### config.mk
export PLATFORM = sky130hd
export DESIGN_NAME = rf_write_arbiter
export DESIGN_NICKNAME = d
export VERILOG_FILES = /design/src/rtl/rf_write_arbiter.sv
export SDC_FILE = /design/constraint.sdc
export NUM_CORES = 1
export LEC_CHECK = 0
export CORE_MARGIN = 1
export CORE_UTILIZATION = 53
export CTS_CLUSTER_DIAMETER = 150
export CTS_CLUSTER_SIZE = 12
export DETAILED_ROUTE_END_ITERATION = 10
export GPL_ROUTABILITY_DRIVEN = 0
export HOLD_SLACK_MARGIN = 0.1
export PLACE_DENSITY = 0.85
export SLEW_MARGIN = 15
export SYNTH_ARGS = -nofsm -noshare
export SYNTH_HDL_FRONTEND = slang
export SYNTH_SLANG_ARGS = --single-unit
### constraint.sdc
create_clock -name clk -period 7.6 [get_ports clk]
set_input_delay 2.28 -clock clk [delete_from_list [all_inputs] [get_ports clk]]
set_output_delay 2.28 -clock clk [all_outputs]
set_load 0.01 [all_outputs]
### src/rtl/rf_write_arbiter.sv
// Register-file write-port arbiter: write-back has fixed priority, aux writes queue in a small FIFO,
// and a starved queue forces a one-cycle pipeline bubble.
module rf_write_arbiter #(
   parameter int unsigned WIDTH        = 32,
   parameter int unsigned ADDR_LEN     = 5,
   parameter int unsigned DEPTH        = 2,
   parameter int unsigned STARVE_LIMIT = 4
) (
   input  logic                clk,
   input  logic                rst,
   input  logic                wb_wr_en,
   input  logic [ADDR_LEN-1:0] wb_addr,
   input  logic [WIDTH-1:0]    wb_data,
   input  logic [1:0]          wb_mode,
   input  logic                aux_valid,
   output logic                aux_ready,
   input  logic [ADDR_LEN-1:0] aux_addr,
   input  logic [WIDTH-1:0]    aux_data,
   input  logic [1:0]          aux_mode,
   output logic                pipe_stall,
   output logic                rf_wr_en,
   output logic [ADDR_LEN-1:0] rf_addr,
   output logic [WIDTH-1:0]    rf_data,
   output logic [1:0]          rf_mode,
   output logic                arb_err
);

   localparam int unsigned PTR_W = (DEPTH > 1) ? $clog2(DEPTH) : 1;
   localparam int unsigned CNT_W = $clog2(DEPTH + 1);
   localparam int unsigned STV_W = $clog2(STARVE_LIMIT + 1);
   localparam int unsigned ENT_W = 2 + ADDR_LEN + WIDTH;

   localparam logic [0:0] ST_ARB   = 1'b0;
   localparam logic [0:0] ST_STALL = 1'b1;

   logic [ENT_W-1:0]    mem_q [DEPTH];
   logic [PTR_W-1:0]    wr_ptr_q, wr_ptr_d, rd_ptr_q, rd_ptr_d;
   logic [CNT_W-1:0]    count_q, count_d;
   logic [STV_W-1:0]    starve_q, starve_d;
   logic [0:0]          state_q, state_d;
   logic                rf_wr_en_q, rf_wr_en_d;
   logic [ADDR_LEN-1:0] rf_addr_q, rf_addr_d;
   logic [WIDTH-1:0]    rf_data_q, rf_data_d;
   logic [1:0]          rf_mode_q, rf_mode_d;
   logic                pipe_stall_q, pipe_stall_d;
   logic                arb_err_q, arb_err_d;

   logic                empty, push, pop;
   logic [ADDR_LEN-1:0] head_addr;
   logic [WIDTH-1:0]    head_data;
   logic [1:0]          head_mode;

   assign empty     = (count_q == '0);
   assign aux_ready = ~rst & (count_q < CNT_W'(DEPTH));
   assign push      = aux_valid & aux_ready;
   assign pop       = ~wb_wr_en & ~empty;
   assign {head_mode, head_addr, head_data} = mem_q[rd_ptr_q];

   // Grant, FIFO bookkeeping, starvation tracking and bubble FSM.
   always_comb begin
      wr_ptr_d     = wr_ptr_q;
      rd_ptr_d     = rd_ptr_q;
      count_d      = count_q;
      starve_d     = '0;
      state_d      = ST_ARB;
      rf_wr_en_d   = 1'b0;
      rf_addr_d    = rf_addr_q;
      rf_data_d    = rf_data_q;
      rf_mode_d    = rf_mode_q;
      arb_err_d    = arb_err_q;
      pipe_stall_d = 1'b0;

      if (wb_wr_en) begin
         rf_addr_d  = wb_addr;
         rf_data_d  = wb_data;
         rf_mode_d  = wb_mode;
         rf_wr_en_d = (wb_addr != '0);
      end else if (pop) begin
         rf_addr_d  = head_addr;
         rf_data_d  = head_data;
         rf_mode_d  = head_mode;
         rf_wr_en_d = (head_addr != '0);
      end

      if (push) wr_ptr_d = wr_ptr_q + PTR_W'(1);
      if (pop)  rd_ptr_d = rd_ptr_q + PTR_W'(1);
      count_d = count_q + CNT_W'(push) - CNT_W'(pop);

      // Saturating so a blocked cycle right after a bubble cannot wrap the counter.
      if (~empty & wb_wr_en)
         starve_d = (starve_q < STV_W'(STARVE_LIMIT)) ? starve_q + STV_W'(1) : starve_q;

      case (state_q)
         ST_ARB: begin
            if (starve_d >= STV_W'(STARVE_LIMIT)) begin
               state_d  = ST_STALL;
               starve_d = '0;
            end
         end
         ST_STALL: begin
            state_d = ST_ARB;
            if (wb_wr_en) arb_err_d = 1'b1;
         end
         default: state_d = ST_ARB;
      endcase

      pipe_stall_d = (state_d == ST_STALL);
   end

   always_ff @(posedge clk) begin
      if (rst) begin
         wr_ptr_q     <= '0;
         rd_ptr_q     <= '0;
         count_q      <= '0;
         starve_q     <= '0;
         state_q      <= ST_ARB;
         rf_wr_en_q   <= 1'b0;
         rf_addr_q    <= '0;
         rf_data_q    <= '0;
         rf_mode_q    <= '0;
         pipe_stall_q <= 1'b0;
         arb_err_q    <= 1'b0;
      end else begin
         wr_ptr_q     <= wr_ptr_d;
         rd_ptr_q     <= rd_ptr_d;
         count_q      <= count_d;
         starve_q     <= starve_d;
         state_q      <= state_d;
         rf_wr_en_q   <= rf_wr_en_d;
         rf_addr_q    <= rf_addr_d;
         rf_data_q    <= rf_data_d;
         rf_mode_q    <= rf_mode_d;
         pipe_stall_q <= pipe_stall_d;
         arb_err_q    <= arb_err_d;
      end
   end

   // Storage needs no reset: entries are only read once counted in.
   always_ff @(posedge clk) begin
      if (push) mem_q[wr_ptr_q] <= {aux_mode, aux_addr, aux_data};
   end

   assign rf_wr_en   = rf_wr_en_q;
   assign rf_addr    = rf_addr_q;
   assign rf_data    = rf_data_q;
   assign rf_mode    = rf_mode_q;
   assign pipe_stall = pipe_stall_q;
   assign arb_err    = arb_err_q;

endmodule

==> results.json, run 1 <==
{
  "cts_tree": "done",
  "synthArstFlopShare_pct": 0,
  "antenna_found_initial": 0,
  "synth_top_area_share_pct": 46.6,
  "synth_ff_type": "edfxtp_1",
  "peakVddDrop_v": 0.000198,
  "yosys.area_share.simple_pct": 9.87,
  "synth_cells": 398,
  "clkTransAtPathRegs_ns": 0.05,
  "wl_mm": 11.2,
  "crit_fanout": 50,
  "grt_usage_pct": 23.5,
  "max_slew_margin_pct": 33.8,
  "rsz0062_at_grt": "no",
  "ys_top_cells_by_area": "edfxtp_1, dfxtp_1, mux2i_1",
  "hp-class": "register to register",
  "drv_cap": 0,
  "clk-insertion-delay-late_ns": 0.50,
  "grt_pass1_wl_mm": 17.5,
  "num-nets-final": 596,
  "finalHoldViolCount": 0,
  "path_class": "input pin to primary output",
  "syn_area_mm2": 0.00503,
  "synth-xor-area-share_pct": 0.522,
  "h-tree-depth": 4,
  "hpwl_mm": 6.64,
  "syn_to_final_growth_pct": 36.0,
  "num_vias": 3578,
  "slew_violations": 0,
  "die_h_um": 99.4,
  "nFillCells": 611,
  "outcome": "completed",
  "period_share_pct": 78.3,
  "synth-adder-area-share_pct": 0.746,
  "synth.area.mux_share_pct": 7.78,
  "power_density_mw_per_mm2": 329,
  "ys_warn_count": 0,
  "period_minus_slack_ns": 5.95,
  "wl_per_cell_um": 17.7,
  "synth_compound_area_share_pct": 11.5,
  "critPathLaunchType": "input pin",
  "synth_edf_count": 78,
  "drtAntennaViolNets": 0,
  "drtIter0Drc": 250,
  "die_area_mm2": 0.00989,
  "tns_ns": 0,
  "pin_count": 125,
  "max_freq_mhz": 168,
  "grt-ovfl-total": 0,
  "yosys.cell_count.top_type": "edfxtp_1",
  "cp.required_ns": 5.32,
  "cts_root_buffer": "clkbuf_8",
  "cts_setup_buffers": 0,
  "cts_hold_buf": 0,
  "die_x_um": 99.4,
  "core_area_mm2": 0.00920,
  "cts.sinks": 128,
  "cp-end-kind": "primary output",
  "synth_top_area_cell": "edfxtp_1",
  "worstMarginPinSlew_ns": 0.993,
  "synth.avg_cell_area_um2": 12.6,
  "arrival_ns": 3.67,
  "switching_share_pct": 29.7,
  "synth_top_family_by_area": "compound AO/OA/AOI/OAI gates",
  "synthTopCellsByCount": "edfxtp_1, dfxtp_1, nand2_1, a21oi_1, nor3_1",
  "final_layout_size_suffix_gt1_share_pct": 8.02,
  "finalClockSkew_ns": 0.00659,
  "grt_max_degree": 82,
  "cts_buffer_depth": 2,
  "cts_resized": 0,
  "port-buffer-count": 124,
  "synth-seq-area-share_pct": 66.5,
  "ys_types": 34,
  "drcViolationCount": 0,
  "avgViaCountPerCell": 5.63,
  "cts_buffers": 17,
  "finalSetupViolations": 0,
  "start_util_pct": 54.7,
  "p_seq_share_pct": 42.0,
  "pwr-share-clk_pct": 32.4,
  "rows": 35,
  "internal_power_mw": 1.58,
  "drt_pass1_iterations": 5,
  "r2r_cells": 3,
  "antenna_cells": 0,
  "synth_nets": 483,
  "leakage_nw": 2.41,
  "hold-path-cell-count": 2,
  "yosys_register_bits": 128,
  "switchingPower_mw": 0.669,
  "first_global_vias": 3645,
  "postLayoutCoreUtil_pct": 74.4,
  "combPwrFrac_pct": 25.6
}
worst max-delay path, cell delays in order:
cell	delay, ns
buf_2	0.74
nor2_1	0.12
clkdlybuf4s50_1	0.52
path summary, 6_finish.rpt:
check	start	to	slack [ns]
setup reg to reg	count_q[1]	starve_q[2]	5.27
setup / recovery	rst	aux_ready	1.65
hold / removal	arb_err	arb_err	0.47
hold reg to reg	arb_err	arb_err	0.47
per-layer routing:
metal	GRT usage (%)	wire length (µm)	vias up
met5	0	0	-
met4	9.73	133	0
met3	5.69	825	12
met2	39.7	5630	153
met1	29.1	4640	1705
li1	-	-	1708
layout make-up:
class	count	area [µm²]	area share, %
clock buffer	24	493	7.20
clock inverter	8	52.6	0.768
inverter	1	3.75	0.0549
multi-input combinational	236	1540	22.5
sequential	128	3350	48.9
tap	111	139	2.03
timing repair buffer	127	1270	18.5
cell families (layout without fill, tap and decap cells):
group | after synthesis | count (layout)
XOR/XNOR | 3 | 3
adder cells (fa/ha/maj) | 3 | 3
multiplexers | 39 | 39
buffers and inverters | 34 | 160
AO/OA/AOI/OAI | 85 | 85
AND/OR/NAND/NOR | 106 | 106
flip-flops | 128 | 128
layout by cell type (no fill, tap or decap), types with 2 or more instances in the layout:
cell type,n
clkbuf_8,2
a21oi_1,41
clkbuf_16,18
nand3_1,2
o21ai_0,2
nor3_1,40
nor2b_1,2
clkinv_2,4
nor2_1,8
clkdlybuf4s50_1,122
edfxtp_1,78
or4_1,2
xor2_1,2
ha_1,3
clkinv_4,2
dfxtp_2,3
nand2_1,42
buf_2,2
clkinvlp_4,2
mux2i_1,38
a211o_1,38
clkbuf_1,4
dfxtp_1,47
buf_4,2
stage by stage:
step / area, µm² / power (mW) / hold slack (ns) / instances / setup slack [ns]
after floorplan: 5030 / 1.32 / 0.461 / 398 / 2.74
after global placement: 6280 / 1.50 / 0.452 / 602 / 1.68
after detailed placement: 6280 / 1.53 / 0.461 / 602 / 1.65
after CTS: 6820 / 2.26 / 0.473 / 634 / 1.64
after global routing: 6840 / 2.36 / 0.504 / 635 / 1.57
final: 6840 / 2.25 / 0.468 / 635 / 1.65
power by group through the flow:
stage / Clock (mW) / Sequential, mW / Combinational (mW)
CTS: 0.736 / 0.948 / 0.574
finish: 0.729 / 0.947 / 0.576
global placement: 0 / 0.955 / 0.548
global route: 0.767 / 0.962 / 0.628
floorplan: 0 / 0.897 / 0.426
detailed placement: 0 / 0.960 / 0.569
registers in the layout (all words and copies together) (netlist names), named ones only:
signal      count
wr_ptr_q        1
arb_err         1
rf_wr_en        1
pipe_stall      1
rd_ptr_q        1
mem_q          78
starve_q        3
rf_addr         5
rf_mode         2
count_q         2
rf_data        32
Note: power is estimated with default switching activity, not from simulation.
==> run 2, diff against run 1 <==
--- a/config.mk
+++ b/config.mk
@@ -6,13 +6,13 @@
 export NUM_CORES = 1
 export LEC_CHECK = 0
 export CORE_MARGIN = 1
-export CORE_UTILIZATION = 53
+export CORE_UTILIZATION = 44
 export CTS_CLUSTER_DIAMETER = 150
 export CTS_CLUSTER_SIZE = 12
 export DETAILED_ROUTE_END_ITERATION = 10
 export GPL_ROUTABILITY_DRIVEN = 0
 export HOLD_SLACK_MARGIN = 0.1
-export PLACE_DENSITY = 0.85
+export PLACE_DENSITY = 0.75
 export SLEW_MARGIN = 15
 export SYNTH_ARGS = -nofsm -noshare
 export SYNTH_HDL_FRONTEND = slang
==> constraint.sdc (replaced) <==
create_clock -name clk -period 5.1 [get_ports clk]
set_input_delay 1.53 -clock clk [delete_from_list [all_inputs] [get_ports clk]]
set_output_delay 1.53 -clock clk [all_outputs]
set_load 0.01 [all_outputs]
==> results.json, run 2 (same netlist as run 1, synthesis figures left out) <==
{
  "crit_path_end": "aux_ready",
  "cts_buffer_depth": 2,
  "critPathTopFamily": "buffers and inverters",
  "postLayoutCoreUtil_pct": 62.8,
  "p_seq_share_pct": 41.5,
  "crit_fanout": 2,
  "r2r-end": "mem_q[0][29]",
  "dp.cells": 633,
  "wl_mm": 10.9,
  "drtAntennaViolNets": 0,
  "finalClockSkew_ns": 0.0129,
  "cts_setup_buffers": 0,
  "num_vias": 3508,
  "dp_slack_ns": 1.28,
  "r2r_slack_ns": 2.71,
  "slew_violations": 0,
  "rsz0062_at_grt": "no",
  "tns_ns": 0,
  "power_density_mw_per_mm2": 493,
  "antenna_cells": 0,
  "switching_share_pct": 28.2,
  "pin_count": 125,
  "die_h_um": 109,
  "r2r_cells": 3,
  "arrival_ns": 2.29,
  "timing.hold.ws_ns": 0.489,
  "cts.sinks": 128,
  "num-nets-final": 597,
  "cts_buffers": 17,
  "hp-class": "register to register",
  "grt_pass1_wl_mm": 17.0,
  "drv_cap": 0,
  "cts_hold_buf": 0,
  "clk-insertion-delay-late_ns": 0.41,
  "pwr-share-clk_pct": 33.8,
  "layout_commonest_cell": "clkdlybuf4s50_1",
  "final_cell_mix": "clkdlybuf4s50_1, edfxtp_1, dfxtp_1",
  "die_x_um": 109,
  "grt-ovfl-total": 0,
  "outcome": "completed",
  "nFillCells": 873,
  "avgViaCountPerCell": 5.28,
  "timing.rr.start": "count_q[1]",
  "finalHoldViolCount": 0,
  "min-delay-start": "arb_err",
  "cts_resized": 0,
  "peakVddDrop_v": 0.000281,
  "power.total_mw": 3.40,
  "regMostFlops": "mem_q",
  "grt_max_degree": 59,
  "cp-end-kind": "primary output",
  "dpl_cell_area_mm2": 0.00633,
  "max_freq_mhz": 262,
  "h-tree-depth": 4,
  "crit_path_top_delay_cell": "clkdlybuf4s50_1",
  "port-buffer-count": 124,
  "start_util_pct": 45.8,
  "finalSetupViolations": 0,
  "cp.required_ns": 3.57,
  "hpwl_mm": 6.99,
  "first_global_vias": 3509,
  "largest_reg_flops": 78,
  "period_share_pct": 74.9,
  "internal_power_mw": 2.44,
  "rows": 38,
  "clkTransAtPathRegs_ns": 0.05,
  "die_area_mm2": 0.0119,
  "max_slew_margin_pct": 36.0,
  "grt_usage_pct": 19.5,
  "period_minus_slack_ns": 3.82,
  "cp_num_buf_inv": 2,
  "finalWorstSetupSlack_ns": 1.28,
  "wl_per_cell_um": 16.4,
  "critPathMaxStageDelay_ns": 0.55,
  "cts_root_buffer": "clkbuf_16",
  "antenna_found_initial": 0,
  "combPwrFrac_pct": 24.7,
  "crit_cells": 3,
  "core_area_mm2": 0.0110,
  "final_cell_area_mm2": 0.00690,
  "critPathLaunchType": "input pin",
  "leakage_nw": 2.43,
  "final_layout_size_suffix_gt1_share_pct": 7.81,
  "switchingPower_mw": 0.960,
  "cts_tree": "done",
  "drtIter0Drc": 171,
  "cp-startpoint": "rst",
  "syn_to_final_growth_pct": 37.2,
  "drcViolationCount": 0,
  "final_cells": 665,
  "worstMarginPinSlew_ns": 0.960,
  "drt_pass1_iterations": 5,
  "path_class": "input pin to primary output",
  "crit_chain": "buf_2 > nor2_1 > clkdlybuf4s50_1"
}
-- run 2: changes by cell type in the layout (fill, tap and decap cells not counted) --
cell	change
clkinv_4	-2
bufinv_16	+2
clkbuf_16	-1
clkbuf_1	+2
clkinv_2	-1
buf_12	-1
clkbuf_8	+1
clkinvlp_4	-1
buf_4	+2
-- run 2: power by group through the flow --
stage	Combinational (mW)	Clock [mW]	Sequential [mW]
detailed placement	0.843	0	1.43
global placement	0.819	0	1.43
CTS	0.848	1.17	1.41
global route	0.923	1.23	1.44
finish	0.840	1.15	1.41
floorplan	0.635	0	1.34
-- run 2: cell type report --
cell class                      instances  area, µm²  area share [%]
Inverter                                1       3.75          0.0544
Clock inverter                          6       82.6            1.20
Tap cell                              140        175            2.54
Sequential cell                       128       3350            48.5
Timing Repair Buffer                  128       1260            18.3
Multi-Input combinational cell        236       1540            22.3
Clock buffer                           26        489            7.09
-- run 2: worst min path at each step --
stage / cells after the start / end
after floorplan: 2 / starve_q[1]
after global placement: 2 / arb_err
after detailed placement: 2 / arb_err
after CTS: 2 / arb_err
after global routing: 2 / register
final: 2 / arb_err
-- run 2: worst reg2reg max path: cells and delay by family, from the launching register on --
kind	cells	cell delay, ns
AND/OR/NAND/NOR	2	1.08
buffers and inverters	1	0.41
flip-flops	1	0.57
-- run 2: metal layers --
layer	up-vias	track usage, %	share of wire (%)
li1	1713	-	-
met3	13	5.74	6.7
met1	1667	23.5	42
met4	0	9.85	0.89
met5	-	0	0
met2	115	31.8	50
